--- src/rtl/ex_muldiv_unit_if.sv ---
// rtl/ex_muldiv_unit_if.sv - issue/execute side signals of the multiply/divide unit
// master drives operands and control; slave is the unit and returns HI/LO and status.
interface ex_muldiv_unit_if #(parameter int DATA_W = 32);
  logic              valid_muldiv_i;
  logic [2:0]        op_muldiv_i;
  logic [DATA_W-1:0] rs_data_muldiv_i;
  logic [DATA_W-1:0] rt_data_muldiv_i;
  logic              rd_hilo_muldiv_i;
  logic              flush_muldiv_i;
  logic [DATA_W-1:0] hi_muldiv_o;
  logic [DATA_W-1:0] lo_muldiv_o;
  logic              busy_muldiv_o;
  logic              done_muldiv_o;
  logic              stall_muldiv_o;

  modport master (
    output valid_muldiv_i, op_muldiv_i, rs_data_muldiv_i, rt_data_muldiv_i,
           rd_hilo_muldiv_i, flush_muldiv_i,
    input  hi_muldiv_o, lo_muldiv_o, busy_muldiv_o, done_muldiv_o, stall_muldiv_o
  );

  modport slave (
    input  valid_muldiv_i, op_muldiv_i, rs_data_muldiv_i, rt_data_muldiv_i,
           rd_hilo_muldiv_i, flush_muldiv_i,
    output hi_muldiv_o, lo_muldiv_o, busy_muldiv_o, done_muldiv_o, stall_muldiv_o
  );
endinterface

--- src/rtl/ex_muldiv_unit.sv ---
// rtl/ex_muldiv_unit.sv - iterative multiply/divide unit owning HI/LO
// Magnitudes are processed unsigned; sign correction happens once in FIX.
module ex_muldiv_unit #(
  parameter int DATA_W = 32,
  parameter int CNT_W  = 5
) (
  input logic            clk,
  input logic            reset,
  ex_muldiv_unit_if.slave bus
);
  typedef enum logic [1:0] {IDLE, MUL, DIV, FIX} state_t;

  localparam logic [2:0] OP_MTHI = 3'd4;
  localparam logic [2:0] OP_MTLO = 3'd5;

  state_t              state, state_nxt;
  logic [CNT_W-1:0]    cnt;
  logic [DATA_W-1:0]   a, b, rs_raw, hi, lo;
  logic [2*DATA_W-1:0] acc;
  logic                neg_a, neg_b, sgn_op, div_op;
  logic                busy, done, accept, start, mt_hi, mt_lo, last_iter;
  logic [DATA_W-1:0]   abs_rs, abs_rt;
  logic [DATA_W:0]     mul_sum, rem_sh, rem_diff;
  logic                q_bit;
  logic [2*DATA_W-1:0] mul_step, div_step, prod_fix;
  logic [DATA_W-1:0]   quo_fix, rem_fix;
  logic                neg_res;

  assign accept    = (state == IDLE) && bus.valid_muldiv_i && !bus.flush_muldiv_i;
  assign start     = accept && !bus.op_muldiv_i[2];
  assign mt_hi     = accept && (bus.op_muldiv_i == OP_MTHI);
  assign mt_lo     = accept && (bus.op_muldiv_i == OP_MTLO);
  assign last_iter = (cnt == '1);

  // Unsigned ops (op[0] = 1) keep raw operands.
  assign abs_rs = (!bus.op_muldiv_i[0] && bus.rs_data_muldiv_i[DATA_W-1]) ?
                  -bus.rs_data_muldiv_i : bus.rs_data_muldiv_i;
  assign abs_rt = (!bus.op_muldiv_i[0] && bus.rt_data_muldiv_i[DATA_W-1]) ?
                  -bus.rt_data_muldiv_i : bus.rt_data_muldiv_i;

  always_ff @(posedge clk or posedge reset) begin
    if (reset) state <= IDLE;
    else       state <= state_nxt;
  end

  always_comb begin
    state_nxt = state;
    busy      = 1'b0;
    done      = 1'b0;
    case (state)
      IDLE: if (start) state_nxt = bus.op_muldiv_i[1] ? DIV : MUL;
      MUL, DIV: begin
        busy = 1'b1;
        if (bus.flush_muldiv_i) state_nxt = IDLE;
        else if (last_iter)     state_nxt = FIX;
      end
      FIX: begin
        busy      = 1'b1;
        done      = 1'b1;
        state_nxt = IDLE;
      end
      default: state_nxt = IDLE;
    endcase
  end

  // Multiply: low half holds the remaining multiplier bits, shifted out LSB first.
  assign mul_sum  = {1'b0, acc[2*DATA_W-1:DATA_W]} + (acc[0] ? {1'b0, a} : '0);
  assign mul_step = {mul_sum, acc[DATA_W-1:1]};

  // Divide: high half is the partial remainder, low half shifts dividend out / quotient in.
  assign rem_sh   = acc[2*DATA_W-1:DATA_W-1];
  assign rem_diff = rem_sh - {1'b0, b};
  assign q_bit    = (rem_sh >= {1'b0, b});
  assign div_step = {q_bit ? rem_diff[DATA_W-1:0] : rem_sh[DATA_W-1:0], acc[DATA_W-2:0], q_bit};

  assign neg_res  = sgn_op && (neg_a ^ neg_b);
  assign prod_fix = neg_res ? -acc : acc;
  assign quo_fix  = neg_res ? -acc[DATA_W-1:0] : acc[DATA_W-1:0];
  assign rem_fix  = (sgn_op && neg_a) ? -acc[2*DATA_W-1:DATA_W] : acc[2*DATA_W-1:DATA_W];

  always_ff @(posedge clk or posedge reset) begin
    if (reset) begin
      hi     <= '0;
      lo     <= '0;
      cnt    <= '0;
      a      <= '0;
      b      <= '0;
      rs_raw <= '0;
      acc    <= '0;
      neg_a  <= 1'b0;
      neg_b  <= 1'b0;
      sgn_op <= 1'b0;
      div_op <= 1'b0;
    end else begin
      if (start) begin
        a      <= abs_rs;
        b      <= abs_rt;
        rs_raw <= bus.rs_data_muldiv_i;
        neg_a  <= !bus.op_muldiv_i[0] && bus.rs_data_muldiv_i[DATA_W-1];
        neg_b  <= !bus.op_muldiv_i[0] && bus.rt_data_muldiv_i[DATA_W-1];
        sgn_op <= !bus.op_muldiv_i[0];
        div_op <= bus.op_muldiv_i[1];
        cnt    <= '0;
        acc    <= {{DATA_W{1'b0}}, bus.op_muldiv_i[1] ? abs_rs : abs_rt};
      end
      if (mt_hi) hi <= bus.rs_data_muldiv_i;
      if (mt_lo) lo <= bus.rs_data_muldiv_i;
      if (state == MUL || state == DIV) begin
        cnt <= cnt + 1'b1;
        acc <= (state == DIV) ? div_step : mul_step;
      end
      if (state == FIX && !bus.flush_muldiv_i) begin
        if (!div_op) begin
          hi <= prod_fix[2*DATA_W-1:DATA_W];
          lo <= prod_fix[DATA_W-1:0];
        end else if (b == '0) begin
          hi <= rs_raw;
          lo <= '1;
        end else begin
          hi <= rem_fix;
          lo <= quo_fix;
        end
      end
    end
  end

  assign bus.hi_muldiv_o    = hi;
  assign bus.lo_muldiv_o    = lo;
  assign bus.busy_muldiv_o  = busy;
  assign bus.done_muldiv_o  = done;
  assign bus.stall_muldiv_o = busy && ((bus.valid_muldiv_i && (bus.op_muldiv_i < 3'd6))
                                       || bus.rd_hilo_muldiv_i);
endmodule
--- src/flat_wrapper.sv ---
// flat-port wrapper written by rule: the top's interface ports become plain ports
module ex_muldiv_unit_flat 
#(
  parameter int DATA_W = 32,
  parameter int CNT_W  = 5
)
  (clk, reset, bus_valid_muldiv_i, bus_op_muldiv_i, bus_rs_data_muldiv_i, bus_rt_data_muldiv_i, bus_rd_hilo_muldiv_i, bus_flush_muldiv_i, bus_hi_muldiv_o, bus_lo_muldiv_o, bus_busy_muldiv_o, bus_done_muldiv_o, bus_stall_muldiv_o);
  ex_muldiv_unit_if #(.DATA_W(DATA_W)) bus_i ();
  input logic clk;
  input logic reset;
  input wire logic [$bits(bus_i.valid_muldiv_i)-1:0] bus_valid_muldiv_i;
  input wire logic [$bits(bus_i.op_muldiv_i)-1:0] bus_op_muldiv_i;
  input wire logic [$bits(bus_i.rs_data_muldiv_i)-1:0] bus_rs_data_muldiv_i;
  input wire logic [$bits(bus_i.rt_data_muldiv_i)-1:0] bus_rt_data_muldiv_i;
  input wire logic [$bits(bus_i.rd_hilo_muldiv_i)-1:0] bus_rd_hilo_muldiv_i;
  input wire logic [$bits(bus_i.flush_muldiv_i)-1:0] bus_flush_muldiv_i;
  output wire logic [$bits(bus_i.hi_muldiv_o)-1:0] bus_hi_muldiv_o;
  output wire logic [$bits(bus_i.lo_muldiv_o)-1:0] bus_lo_muldiv_o;
  output wire logic [$bits(bus_i.busy_muldiv_o)-1:0] bus_busy_muldiv_o;
  output wire logic [$bits(bus_i.done_muldiv_o)-1:0] bus_done_muldiv_o;
  output wire logic [$bits(bus_i.stall_muldiv_o)-1:0] bus_stall_muldiv_o;
  assign bus_i.valid_muldiv_i = bus_valid_muldiv_i;
  assign bus_i.op_muldiv_i = bus_op_muldiv_i;
  assign bus_i.rs_data_muldiv_i = bus_rs_data_muldiv_i;
  assign bus_i.rt_data_muldiv_i = bus_rt_data_muldiv_i;
  assign bus_i.rd_hilo_muldiv_i = bus_rd_hilo_muldiv_i;
  assign bus_i.flush_muldiv_i = bus_flush_muldiv_i;
  assign bus_hi_muldiv_o = bus_i.hi_muldiv_o;
  assign bus_lo_muldiv_o = bus_i.lo_muldiv_o;
  assign bus_busy_muldiv_o = bus_i.busy_muldiv_o;
  assign bus_done_muldiv_o = bus_i.done_muldiv_o;
  assign bus_stall_muldiv_o = bus_i.stall_muldiv_o;
  ex_muldiv_unit #(.DATA_W(DATA_W), .CNT_W(CNT_W)) u_core (.clk(clk), .reset(reset), .bus(bus_i));
endmodule
--- config.mk ---
export PLATFORM = sky130hd
export DESIGN_NAME = ex_muldiv_unit_flat
export DESIGN_NICKNAME = d
export VERILOG_FILES = /design/src/rtl/ex_muldiv_unit_if.sv /design/src/rtl/ex_muldiv_unit.sv /design/src/flat_wrapper.sv
export SDC_FILE = /design/constraint.sdc
export NUM_CORES = 1
export LEC_CHECK = 0
export BUFFER_PORTS_ARGS = -buffer_cell sky130_fd_sc_hd__buf_2
export CORE_MARGIN = 4
export CORE_UTILIZATION = 45
export CTS_BUF_LIST = sky130_fd_sc_hd__clkbuf_8
export CTS_CLUSTER_SIZE = 16
export DETAILED_ROUTE_END_ITERATION = 6
export PLACE_DENSITY = 0.73
export REMOVE_ABC_BUFFERS = 1
export SYNTH_ARGS = -nofsm -noshare
export SYNTH_HDL_FRONTEND = slang
export SYNTH_SLANG_ARGS = --single-unit
--- constraint.sdc ---
create_clock -name clk -period 6.3 [get_ports clk]
set_input_delay 0 -clock clk [delete_from_list [all_inputs] [get_ports clk]]
set_output_delay 0 -clock clk [all_outputs]
set_load 0.005 [all_outputs]
Word-level counts from Yosys, hierarchy flattened. Cells that the tools add are included.

Bits in registers: 235. Logic and storage cells: 84. Input bits: 72. Output and inout bits: 67.

Order comparisons: 2. Equality and inequality tests: 8. Reductions and logical operators: 25. Multiplexer cells: 28. Add/subtract/negate cells: 8. Bitwise operators: 1.

Operators with widths (number): $mux 32 (15); $mux 64 (4); $neg 32->32 (4); $neg 64->64 (1); $add 32x32->33 (1); $ge 33x32->1 (1); $logic_not 32->1 (1); $sub 32x32->32 (1); $logic_and 1x1->1 (12); $mux 5 (2); $mux 2 (4); $eq 3x3->1 const B (2); $pmux 2 s3 (1); $reduce_bool 2->1 (3); $add 5x1->5 const B (1); $eq 5x5->1 const B (1); $eq 2x2->1 const B (2); $logic_not 1->1 (3); $lt 3x3->1 const B (1); $ne 3x2->1 const B (1); $reduce_or 3->1 (1); $eq 2x1->1 const B (1); $logic_not 2->1 (1); $logic_or 1x1->1 (2); other kinds (5) (6).

Depth between registers and ports, before layout.
Depth after elaboration: 6. Mapped depth: 16. Depth with buffers taken out: 14.

Worst setup path before layout. No wires, ideal clock.

Path type: flip-flop to flip-flop. From: reg u_core.acc[0]. To: reg u_core.acc[58]. Slack: 3.008 ns. Buffers on the path: 2. Arrival time: 3.157 ns. Cell stages (with the launch flop): 16. Cells stage by stage: dfrtp_1 clkbuf_1 clkbuf_1 nand2_1 inv_1 ha_1 a21o_1 nand4_1 a21oi_1 o311ai_0 o21ai_0 a311oi_1 o21ai_0 xor2_1 a22oi_1 o211ai_1.

Longest elaborated chain between the ends: 4.

RTL lines: start, declared (RTL line ex_muldiv_unit.sv:19) `logic [2*DATA_W-1:0] acc;`; start signal, assigned (RTL line ex_muldiv_unit.sv:104) `acc <= {{DATA_W{1'b0}}, bus.op_muldiv_i[1] ? abs_rs : abs_rt};`; start signal, assigned (RTL line ex_muldiv_unit.sv:110) `acc <= (state == DIV) ? div_step : mul_step;`; $mux 32 (RTL line ex_muldiv_unit.sv:67) `assign mul_sum = {1'b0, acc[2*DATA_W-1:DATA_W]} + (acc[0] ? {1'b0, a} : '0);`; $add 32x32->33 (RTL line ex_muldiv_unit.sv:67); $mux 64 (RTL line ex_muldiv_unit.sv:110); $mux 64 (RTL line ex_muldiv_unit.sv:108) `if (state == MUL || state == DIV) begin`.

Every way passes these cells. A chain may end at the register's enable or synchronous reset.

Worst setup path after layout. Same ends and word-level chain as after synthesis.

==> results.txt <==
Status -> finished, final reports clean
Die Area -> 0.04360 mm²
Dominant synthesized flop cell -> dfrtp_1
Setup violators final -> 0
Crit-path cells -> and2_1 -> ha_1 -> a21o_1 -> a21oi_1 -> a21oi_1 -> o311ai_0 -> o21ai_0 -> a311oi_1 -> o21ai_0 -> xor2_1 -> a22oi_1 -> o211ai_1
Grt peak-use layer -> met2
Asr flop ratio synth -> 100.0%
Total number of vias -> 17930
Met1 usage -> 39.50%
Total track usage -> 28.20%
Largest family of logic cells by synthesized area -> compound AO/OA/AOI/OAI gates
Critical path peak fanout -> 37
Routed WL -> 63850 µm
Syn Std Cell Area -> 0.01815 mm²
Fin crit share -> 71.90%
Max clock buf depth -> 3
Startpoint types -> flip-flop
Routed wire per std cell -> 22.05 µm
M3 GR Usage -> 3.768%
Final HPWL DP -> 46210 µm
Buf/Inv on CP -> 0
Slew headroom -> 16.38%
Fin nets -> 2490
Class of the most critical setup path -> flip-flop to flip-flop
Fin Setup TNS -> 0 ns
Root Buffer -> clkbuf_8
Post-Synth XOR/XNOR Area -> 9.508%
Tightest Pin Transition -> 1.253 ns
Layout cells sized above 1 -> 12.15%
Met2 Usage GRT -> 44.45%
Final Hold Fails -> 0
RePlAce Congestion -> 0.9832
Post-CTS setup repair buffer count -> 0
Post-synthesis adder-cell area fraction -> 5.323%
HP Class -> input port to async pin
Critical R2R Launch -> u_core.acc[0]$_DFFE_PP0P_
CTS clock-pin slew for the worst setup and hold paths -> 0.07 ns
Max cap viols -> 0
Critical-path top delay cell -> dfrtp_1
Seq/Total Area, Yosys -> 32.27%
Antenna violations before repair -> 1
Worst endpoint data arrival time -> 4.97 ns
Pleak -> 9.123 nW
CP peak stage delay -> 1.17 ns
Post-layout util -> 51.99%
PwrDens -> 560.0 mW/mm²
Post-synthesis mux area share -> 6.861%
Worst reg-to-reg path cell count -> 12
Simple-gate share of the synthesized area -> 18.35%
Distinct cells, synth -> 82
TritonCTS buffer count -> 42
H-tree depth reported by CTS -> 2
Die W -> 208.8 µm
Post-Synthesis Cells -> 2232
Number of synthesized flops with an enable pin -> 0
Pin count of the biggest net entering global routing -> 177
Pins Over Slew Limit -> 0
CP delay by family, top -> compound AO/OA/AOI/OAI gates
R2R Path End -> u_core.acc[58]$_DFFE_PP0P_
Req. time, crit path -> 6.74 ns
CTS tree -> done
First-pass GRT wire length -> 99440 µm
Core footprint -> 0.03982 mm²
Drt pass-1 iters -> 5
Congestion Overflow GR -> 0
VDD IR max -> 279.4 µV
Fmax -> 0.2208 GHz
Synth warn -> 0
TritonCTS Sinks -> 234
Clock skew -> 0.01897 ns
RSZ-0062 raised after global routing -> false
Post-Syn Area per Cell -> 8.130 µm²
Seq cells post-synth -> 234
Layout Area Growth over Synthesis -> 14.09%
Num ports -> 139
DRT iter0 DRCs -> 1982
# rows -> 73
Critical Path End Type -> flip-flop
Tot Pwr -> 11.59 mW
R2R Setup Slk -> 1.77 ns
Worst-skew pair later-pin latency -> 0.57 ns
Drt drc -> 0
Initial Utilization -> 45.57%
Compound-Gate Fraction of Synth Area -> 22.84%
Vias in the first global route -> 17370
Routed Antenna Nets -> 0
Final setup margin -> 1.770 ns
Routed vias/inst -> 6.192
Final min period -> 4.530 ns
Chip Height -> 208.8 µm
Placement Setup Slack -> 1.841 ns
I/O Buffers -> 138
-- sequential cells by signal, indices dropped and copies added (netlist names) --
name and cells:
u_core.a 31, u_core.acc 64, u_core.b 32, u_core.bus.hi_muldiv_o 32, u_core.bus.lo_muldiv_o 32, u_core.cnt 5, u_core.div_op 1, u_core.neg_a 1
u_core.neg_b 1, u_core.rs_raw 32, u_core.sgn_op 1, u_core.state 2
-- worst min-delay path, delay by kind of cell --
family / cells / cell delay [ns]
buffers and inverters: 3 / 1.10
-- final cells by class --
cell class / instances / area (µm²)
antenna: 1 / 2.502
clock buffer: 54 / 743.2
clock inverter: 18 / 182.7
fill: 3814 / 19120
inverter: 66 / 255.2
multi-input combinational: 1769 / 11460
sequential: 234 / 5856
tap: 525 / 656.9
timing repair buffer: 229 / 1549
-- cells in the final DEF (no fill, tap or decap), types with 74 or more instances in the layout --
cell type / synthesis / routed
nor2_1: 149 / 145
xor2_1: 85 / 85
inv_1: 66 / 74
a21oi_1: 183 / 183
nand2_1: 303 / 302
mux2i_1: 103 / 103
xnor2_1: 112 / 112
buf_2: 9 / 138
dfrtp_1: 234 / 234
o21ai_0: 216 / 216
-- what timing repair did --
action                    CTS  global route
hold buffers               65             0
hold endpoints to repair  249             0
gates resized for setup     0             0
-- per-stage QoR --
stage                     hold slack (ns)  cells  instance area [µm²]
after floorplan                    0.1054   2069                17510
after global placement             0.1377   2758                19120
after detailed placement           0.1423   2758                19120
after CTS                         0.02397   2895                20700
after global routing              0.09699   2896                20700
final                             0.05765   2896                20700
-- kinds of logic (layout without fill, tap and decap cells) --
logic type                 count (synthesis)  count (layout)
and+or+nand+nor                          696             696
AOI/OAI and AO/OA                        678             678
DFF                                      234             234
buffers and inverters                    229             367
xor gates and xnor gates                 197             197
muxes                                    122             122
adders and majority gates                 76              76
other                                      0               1
-- worst max path at each step --
stage | cells after the start | slack (ns) | end | start
6_report | 12 | 1.77 | u_core.acc[58]$_DFFE_PP0P_ | u_core.acc[0]$_DFFE_PP0P_
3_5_place_dp | 12 | 1.84 | u_core.acc[58]$_DFFE_PP0P_ | u_core.acc[0]$_DFFE_PP0P_
2_1_floorplan | 1 | -0.12 | u_core.a[10]$_DFFE_PP0P_ | reset
3_3_place_gp | 12 | 1.88 | u_core.acc[58]$_DFFE_PP0P_ | u_core.acc[0]$_DFFE_PP0P_
4_1_cts | 12 | 1.81 | u_core.acc[58]$_DFFE_PP0P_ | u_core.acc[0]$_DFFE_PP0P_
5_1_grt | 12 | 1.32 | u_core.acc[58]$_DFFE_PP0P_ | u_core.acc[0]$_DFFE_PP0P_
-- Yosys cell counts, types with 16 or more instances --
library cell	instances	area, µm²
mux2_2	19	214.0
or4_1	16	120.1
nor3_1	31	155.2
buf_1	17	63.81
nor2_1	149	559.3
mux2i_1	103	1031
clkbuf_1	135	506.7
dfrtp_1	234	5856
a211oi_1	38	285.3
o21ai_0	216	1081
a21o_1	31	232.7
nand4_1	18	112.6
xnor2_1	112	980.9
o31ai_1	20	150.1
nand2b_1	22	137.6
xor2_1	85	744.5
and2_1	40	250.2
a22oi_1	48	360.4
nor4_1	24	150.1
ha_1	74	925.9
nand2_1	303	1137
a31oi_1	19	118.9
a21oi_1	183	915.9
inv_1	66	247.7
o211ai_1	25	187.7
-- metal layers --
layer / vias to the layer above / part of all wire, %
met5: - / 0
met3: 175 / 8.5
li1: 8175 / -
met4: 0 / 4.0
met2: 977 / 45
met1: 8606 / 42
-- where the power goes --
group | switching [mW] | internal (mW)
clock | 0.677 | 0.931
sequential | 0.926 | 2.24
combinational | 4.01 | 2.81
No activity file was read; power rests on OpenSTA's default activity.
